### src/rtl/frame_tx_if.sv
// frame_tx_if: the data-side connections of the frame transmitter.
//
// Groups the three streams that frame_tx talks to:
//   length FIFO  : len_fifo_data, len_fifo_empty (first-word-fall-through), len_fifo_rd_en pop
//   payload ring : ring_data, ring_empty (first-word-fall-through), ring_rd_en pop
//   transmitter  : tx_data, tx_valid, tx_ready
//
// Modports:
//   master : the frame transmitter side (pops the FIFO/ring, drives tx_data/tx_valid)
//   slave  : the FIFO/ring/UART side
interface frame_tx_if #(
  parameter int LEN_BITS = 8
);
  logic [LEN_BITS-1:0] len_fifo_data;
  logic                len_fifo_empty;
  logic                len_fifo_rd_en;
  logic [7:0]          ring_data;
  logic                ring_empty;
  logic                ring_rd_en;
  logic [7:0]          tx_data;
  logic                tx_valid;
  logic                tx_ready;

  modport master (
    input  len_fifo_data, len_fifo_empty,
    output len_fifo_rd_en,
    input  ring_data, ring_empty,
    output ring_rd_en,
    output tx_data, tx_valid,
    input  tx_ready
  );

  modport slave (
    output len_fifo_data, len_fifo_empty,
    input  len_fifo_rd_en,
    output ring_data, ring_empty,
    input  ring_rd_en,
    input  tx_data, tx_valid,
    output tx_ready
  );
endinterface

### src/rtl/frame_tx.sv
// frame_tx: builds response and acknowledge frames for the UART transmitter.
//
// Frame: LEN, SEQ, payload[0..n-1], CRC_HI, CRC_LO, SYNC
//   LEN = n+5, SEQ = {4'h1, seq_in}, SYNC = 8'h7E,
//   CRC-16-CCITT (byte form, init 16'hFFFF) over LEN, SEQ and payload.
// Responses whose length exceeds MAX_PAYLOAD are drained from the ring
// without any transmit output and flagged with a one-cycle overflow_err.
//
// Ports:
//   clk, rst      : clock, asynchronous active-high reset
//   bus (master)  : length FIFO, payload ring and transmitter streams
//   seq_in        : receive sequence number, sampled when a frame starts
//   ack_req       : one-cycle pulse requesting an acknowledge frame
//   overflow_err  : one-cycle pulse when an oversize response is discarded
//   frame_count   : (only with FRAME_TX_STATS_EN) frames completed, wrapping
//
// Optional feature macro: FRAME_TX_STATS_EN adds the frame_count output.
module frame_tx #(
  parameter int LEN_BITS    = 8,
  parameter int MAX_PAYLOAD = 59
) (
  input  logic        clk,
  input  logic        rst,
  frame_tx_if.master  bus,
  input  logic [3:0]  seq_in,
  input  logic        ack_req,
  output logic        overflow_err
`ifdef FRAME_TX_STATS_EN
  ,
  output logic [15:0] frame_count
`endif
);

  typedef enum logic [2:0] {
    S_IDLE,
    S_LEN,
    S_SEQ,
    S_PAYLOAD,
    S_CRC_HI,
    S_CRC_LO,
    S_SYNC,
    S_DISCARD
  } state_t;

  state_t              state;
  state_t              state_n;
  logic [LEN_BITS-1:0] n_reg;
  logic [LEN_BITS-1:0] cnt;
  logic [3:0]          seq_reg;
  logic [15:0]         crc;
  logic                ack_pend;

  logic                start;
  logic                len_pop;
  logic                tx_valid_c;
  logic [7:0]          tx_data_c;
  logic                ring_rd_c;
  logic                fire;
  logic                last_byte;
  logic [7:0]          len_byte;

  // One CRC-16-CCITT step in the serial-protocol byte form.
  function automatic logic [15:0] crc_step(input logic [15:0] c, input logic [7:0] b);
    logic [7:0] d;
    d = b ^ c[7:0];
    d = d ^ (d << 4);
    crc_step = {d, c[15:8]} ^ {12'h000, d[7:4]} ^ {5'b00000, d, 3'b000};
  endfunction

  assign fire      = tx_valid_c & bus.tx_ready;
  assign last_byte = (cnt == n_reg - LEN_BITS'(1));
  assign len_byte  = 8'(n_reg) + 8'd5;

  assign bus.tx_valid       = tx_valid_c;
  assign bus.tx_data        = tx_data_c;
  assign bus.ring_rd_en     = ring_rd_c;
  assign bus.len_fifo_rd_en = len_pop;

  // Next-state and output decode. The length pop is also gated by rst so a
  // waiting FIFO entry is not consumed while the block is held in reset.
  always_comb begin
    state_n    = state;
    tx_valid_c = 1'b0;
    tx_data_c  = 8'h00;
    ring_rd_c  = 1'b0;
    len_pop    = 1'b0;
    start      = 1'b0;
    case (state)
      S_IDLE: begin
        if (!bus.len_fifo_empty && !rst) begin
          len_pop = 1'b1;
          start   = 1'b1;
          if (bus.len_fifo_data > LEN_BITS'(MAX_PAYLOAD)) begin
            state_n = S_DISCARD;
          end else begin
            state_n = S_LEN;
          end
        end else if (ack_pend) begin
          start   = 1'b1;
          state_n = S_LEN;
        end
      end
      S_LEN: begin
        tx_valid_c = 1'b1;
        tx_data_c  = len_byte;
        if (bus.tx_ready) state_n = S_SEQ;
      end
      S_SEQ: begin
        tx_valid_c = 1'b1;
        tx_data_c  = {4'h1, seq_reg};
        if (bus.tx_ready) begin
          state_n = (n_reg == '0) ? S_CRC_HI : S_PAYLOAD;
        end
      end
      S_PAYLOAD: begin
        tx_valid_c = !bus.ring_empty;
        tx_data_c  = bus.ring_data;
        if (fire) begin
          ring_rd_c = 1'b1;
          if (last_byte) state_n = S_CRC_HI;
        end
      end
      S_CRC_HI: begin
        tx_valid_c = 1'b1;
        tx_data_c  = crc[15:8];
        if (bus.tx_ready) state_n = S_CRC_LO;
      end
      S_CRC_LO: begin
        tx_valid_c = 1'b1;
        tx_data_c  = crc[7:0];
        if (bus.tx_ready) state_n = S_SYNC;
      end
      S_SYNC: begin
        tx_valid_c = 1'b1;
        tx_data_c  = 8'h7E;
        if (bus.tx_ready) state_n = S_IDLE;
      end
      S_DISCARD: begin
        if (!bus.ring_empty) begin
          ring_rd_c = 1'b1;
          if (last_byte) state_n = S_IDLE;
        end
      end
      default: state_n = S_IDLE;
    endcase
  end

  // Frame context: length, sequence and CRC are captured at frame start and
  // the CRC then advances on every LEN/SEQ/payload transfer. An ack_req in
  // the start cycle wins over the clear, so it is never lost.
  always_ff @(posedge clk or posedge rst) begin
    if (rst) begin
      state        <= S_IDLE;
      n_reg        <= '0;
      cnt          <= '0;
      seq_reg      <= 4'h0;
      crc          <= 16'hFFFF;
      ack_pend     <= 1'b0;
      overflow_err <= 1'b0;
    end else begin
      state        <= state_n;
      overflow_err <= start && (state_n == S_DISCARD);
      ack_pend     <= ack_req | (ack_pend & ~start);
      if (start) begin
        n_reg   <= len_pop ? bus.len_fifo_data : '0;
        seq_reg <= seq_in;
        cnt     <= '0;
        crc     <= 16'hFFFF;
      end else begin
        if (fire && (state == S_LEN || state == S_SEQ || state == S_PAYLOAD)) begin
          crc <= crc_step(crc, tx_data_c);
        end
        if (ring_rd_c) cnt <= cnt + LEN_BITS'(1);
      end
    end
  end

`ifdef FRAME_TX_STATS_EN
  // Completed-frame counter, wraps naturally at 16 bits.
  always_ff @(posedge clk or posedge rst) begin
    if (rst) begin
      frame_count <= 16'h0000;
    end else if (state == S_SYNC && fire) begin
      frame_count <= frame_count + 16'd1;
    end
  end
`endif

endmodule

### src/flat_wrapper.sv
// flat-port wrapper written by rule: the top's interface ports become plain ports
module frame_tx_flat 
#(
  parameter int LEN_BITS    = 8,
  parameter int MAX_PAYLOAD = 59
)
  (clk, rst, seq_in, ack_req, overflow_err, bus_len_fifo_data, bus_len_fifo_empty, bus_len_fifo_rd_en, bus_ring_data, bus_ring_empty, bus_ring_rd_en, bus_tx_data, bus_tx_valid, bus_tx_ready);
  frame_tx_if #(.LEN_BITS(LEN_BITS)) bus_i ();
  input  logic clk;
  input  logic rst;
  input  logic [3:0] seq_in;
  input  logic ack_req;
  output logic overflow_err;
  input wire logic [$bits(bus_i.len_fifo_data)-1:0] bus_len_fifo_data;
  input wire logic [$bits(bus_i.len_fifo_empty)-1:0] bus_len_fifo_empty;
  output wire logic [$bits(bus_i.len_fifo_rd_en)-1:0] bus_len_fifo_rd_en;
  input wire logic [$bits(bus_i.ring_data)-1:0] bus_ring_data;
  input wire logic [$bits(bus_i.ring_empty)-1:0] bus_ring_empty;
  output wire logic [$bits(bus_i.ring_rd_en)-1:0] bus_ring_rd_en;
  output wire logic [$bits(bus_i.tx_data)-1:0] bus_tx_data;
  output wire logic [$bits(bus_i.tx_valid)-1:0] bus_tx_valid;
  input wire logic [$bits(bus_i.tx_ready)-1:0] bus_tx_ready;
  assign bus_i.len_fifo_data = bus_len_fifo_data;
  assign bus_i.len_fifo_empty = bus_len_fifo_empty;
  assign bus_len_fifo_rd_en = bus_i.len_fifo_rd_en;
  assign bus_i.ring_data = bus_ring_data;
  assign bus_i.ring_empty = bus_ring_empty;
  assign bus_ring_rd_en = bus_i.ring_rd_en;
  assign bus_tx_data = bus_i.tx_data;
  assign bus_tx_valid = bus_i.tx_valid;
  assign bus_i.tx_ready = bus_tx_ready;
  frame_tx #(.LEN_BITS(LEN_BITS), .MAX_PAYLOAD(MAX_PAYLOAD)) u_core (.clk(clk), .rst(rst), .bus(bus_i), .seq_in(seq_in), .ack_req(ack_req), .overflow_err(overflow_err));
endmodule
### config.mk
export PLATFORM = sky130hd
export DESIGN_NAME = frame_tx_flat
export DESIGN_NICKNAME = d
export VERILOG_FILES = /design/src/rtl/frame_tx_if.sv /design/src/rtl/frame_tx.sv /design/src/flat_wrapper.sv
export SDC_FILE = /design/constraint.sdc
export NUM_CORES = 1
export LEC_CHECK = 0
export CAP_MARGIN = 20
export CORE_MARGIN = 5
export CORE_UTILIZATION = 55
export DETAILED_ROUTE_END_ITERATION = 7
export GPL_TIMING_DRIVEN = 0
export PLACE_DENSITY = 0.82
export SKIP_LAST_GASP = 1
export SLEW_MARGIN = 30
export SYNTH_ARGS = -nofsm -noshare
export SYNTH_HDL_FRONTEND = slang
export SYNTH_SLANG_ARGS = --single-unit
### constraint.sdc
create_clock -name clk -period 2.76 [get_ports clk]
set_input_delay 0.552 -clock clk [delete_from_list [all_inputs] [get_ports clk]]
set_output_delay 0.552 -clock clk [all_outputs]
set_load 0.005 [all_outputs]
==> impl_metrics.ini <==
[run_status]
status = finished, violations left
violations = negative setup slack

[clocking]
cts_hold_buffers = 0
cts.clk_slew.worst_paths_ps = 80
cts_tree = yes
worstSkewPairLatency_ps = 300
numCtsBuffers = 5
ctsLongestPathBuffers = 2
root_buffer = clkbuf_8
htreeDepth = 2
clock-sinks = 41

[grt]
grt_pass1_wl_mm = 12.4
grt_start_max_net_pins = 22
gr-total-overflow = 0
grt_use_met1_pct = 34.2
grt_pass1_vias = 2468
grtUsageMet3_pct = 3.58
busiest_layer = met2
antenna_found_initial = 0
track_usage_pct = 24.4
grtUsageMet2_pct = 38.7

[power]
p_comb_share_pct = 67.7
clockPowerShare_pct = 8.1
switchingPower_w = 0.00230
power_leakage_nw = 1.50
p_int_w = 0.00276
netSwitchingFraction_pct = 45.5
irDropWorstVdd_mv = 0.734
p_per_area_mw_per_mm2 = 1420
finalPower_w = 0.00506
seq_power_share_pct = 24.2

[finish]
largest_reg_flops = 16
layout_commonest_cell = clkdlybuf4s50_1
fin_area_mm2 = 0.00358
fill_cells = 415
area.sequential_mm2 = 0.00105
drive_gt1_share_pct = 16.9
nets = 402
layout_common_cells = clkdlybuf4s50_1 (35), nor2_1 (29), nand2_1 (27)
multi_input_area_mm2 = 0.00173
area_delta_synth_final_pct = 24.9
n_antenna_cell = 0

[worst_setup_path]
crit_family = buffers and inverters
cp.depth = 6
crit_buf_inv = 4
critPathRequiredTime_ps = 2210
arrival_ps = 2210
crit_path_cell_trace = buf_6 -> buf_4 -> buf_4 -> mux2_2 -> a21o_1 -> clkdlybuf4s50_1
worst_setup_path_end_kind = output port
slowest_stage = clkdlybuf4s50_1
rr_worst_depth = 11
worstPathMaxFanout = 10
crit_top_cell = buf_4
startpoint_type = flop
regToRegSetupSlack_ps = 240
max_stage_delay_ps = 440
worstSetupPathType = reg2out

[synth]
synth_cell_types = 61
synth_top_family_by_area = simple AND/OR/NAND/NOR gates
yosys_register_bits = 41
synthXorXnorAreaFrac_pct = 14.5
yosys.area_share.adder_pct = 1.75
synth_mux_area_share_pct = 2.93
synth_edf_count = 0
seq_area_frac_synth_pct = 36.5
async_reset_ff_share_pct = 100
syn_inst = 321
synth_compound_area_share_pct = 17.8
syn_avg_cell_area_um2 = 8.92
ys.flop_type = dfrtp_1
synth-simple-area-share_pct = 21.7
ys_warn_count = 0
synth_nets = 351
syn_area_mm2 = 0.00286

[floorplan]
ios = 38
die-area_mm2 = 0.00675
initial_core_util_pct = 56.4
coreArea_mm2 = 0.00507
die_w_um = 82.2
die-height_um = 82.2
fp-row-count = 26

[sta]
fmax_ghz = 0.362
tightest_slew_ps = 842
finalHoldViolations = 0
finalMaxSlewViolations = 0
fin_ws_ps = -0.961
finalSetupViolations = 1
finalCritPeriodShare_pct = 100
clock_skew_ps = 11.1
finalCriticalPeriod_ps = 2760
rsz0062_at_grt = yes
relSlewSlack_pct = 43.5

[placed_design]
dpl_cell_area_mm2 = 0.00335
dpl_worst_slack_ps = -318
io_buffers = 37
dp_hpwl_mm = 5.54
gp_congestion = 0.897

[drt]
avgViaCountPerCell = 6.04
drt_wl_total_mm = 7.75
dr.first_iter.drc_count = 288
wl_per_cell_um = 17.5
first_pass_iters = 5
drc_errors = 0
ant_nets = 0
num_vias = 2675

[min_path]
hold_depth = 2
hold_class = reg2reg

[job]
drv_cap = 0
synthesized netlist by cell type, drive strengths merged, types with 2 or more instances:
cell	count	area [um^2]
o2bb2ai	2	17.5
or3	4	25.0
inv	11	41.3
nand2	27	101
buf	9	46.3
nor2	29	109
a31oi	2	12.5
nand4	5	31.3
o211ai	2	15.0
mux2	3	33.8
o2111ai	5	43.8
and3	3	18.8
ha	4	50.1
xnor2	24	218
nand2b	3	18.8
and4	3	26.3
and3b	2	17.5
clkbuf	13	48.8
a21o	5	37.5
xor2	18	176
or4	2	18.8
nand3	5	37.5
dfstp	16	420
nand4b	2	17.5
nor4	2	12.5
a22o	6	52.6
dfrtp	25	626
nand3b	2	15.0
o21ai	15	75.1
nor3	20	110
a32o	2	20.0
mux2i	5	50.1
nor2b	4	25.0
a21oi	23	119
logic make-up after synthesis:
group	Yosys count
AOI/OAI and AO/OA	75
xor gates and xnor gates	43
adders and majority gates	4
buffers and inverters	33
DFF	41
muxes	8
and+or+nand+nor	117
final cells by class:
| type | count | share of cell area, % |
|---|---|---|
| sequential | 41 | 29.4 |
| tap | 70 | 2.45 |
| timing repair buffer | 47 | 13.1 |
| multi-input combinational | 247 | 48.4 |
| buffer | 19 | 3.04 |
| clock buffer | 8 | 2.52 |
| inverter | 11 | 1.15 |
worst register-to-register path, cell delays in order, from the launching register on:
cell	delay [ps]
dfrtp_1	400
buf_4	180
inv_1	160
ha_4	150
clkbuf_1	280
nand2_1	90
mux2i_1	130
a21oi_1	80
a21o_1	170
a211oi_1	370
a21o_1	200
o2111ai_1	140
path summary, 6_finish.rpt:
kind / from / to
worst max-delay path: u_core.state[2] / bus_tx_data[1]
worst min-delay path: u_core.seq_reg[3] / u_core.seq_reg[3]
worst max register to register: u_core.n_reg[0] / u_core.state[1]
worst min register to register: u_core.seq_reg[3] / u_core.seq_reg[3]
max in group asynchronous: rst / u_core.n_reg[3]
min in group asynchronous: rst / u_core.seq_reg[0]
per-stage QoR:
step / instances / util, % / TNS [ps] / hold slack (ps)
6_report: 443 / 70.5 / -0.961 / 504
3_5_place_dp: 429 / 66.0 / -411 / 478
4_1_cts: 437 / 69.0 / 0 / 498
2_1_floorplan: 321 / - / 0 / 442
3_3_place_gp: 428 / 65.5 / -380 / 461
5_1_grt: 443 / 70.5 / -145 / 515
metal layers:
| layer | part of all wire [%] | vias up |
|---|---|---|
| met5 | 0 | - |
| met4 | 2.0 | 0 |
| met3 | 8.1 | 19 |
| met2 | 46 | 145 |
| met1 | 43 | 1275 |
| li1 | - | 1236 |
power groups by stage:
stage	clock network, W	logic, W	registers [W]
5_1_grt	0.000437	0.00373	0.00125
3_5_place_dp	0	0.00320	0.00115
6_report	0.000409	0.00343	0.00122
2_1_floorplan	0	0.00241	0.00108
3_3_place_gp	0	0.00313	0.00114
4_1_cts	0.000415	0.00325	0.00120
repair_timing:
item	in CTS	in global routing
gates resized for setup	16	10
gates cloned	0	0
pin swaps	4	2
setup endpoints to repair	9	9
setup buffers	3	6
No activity file was read; power rests on OpenSTA's default activity.
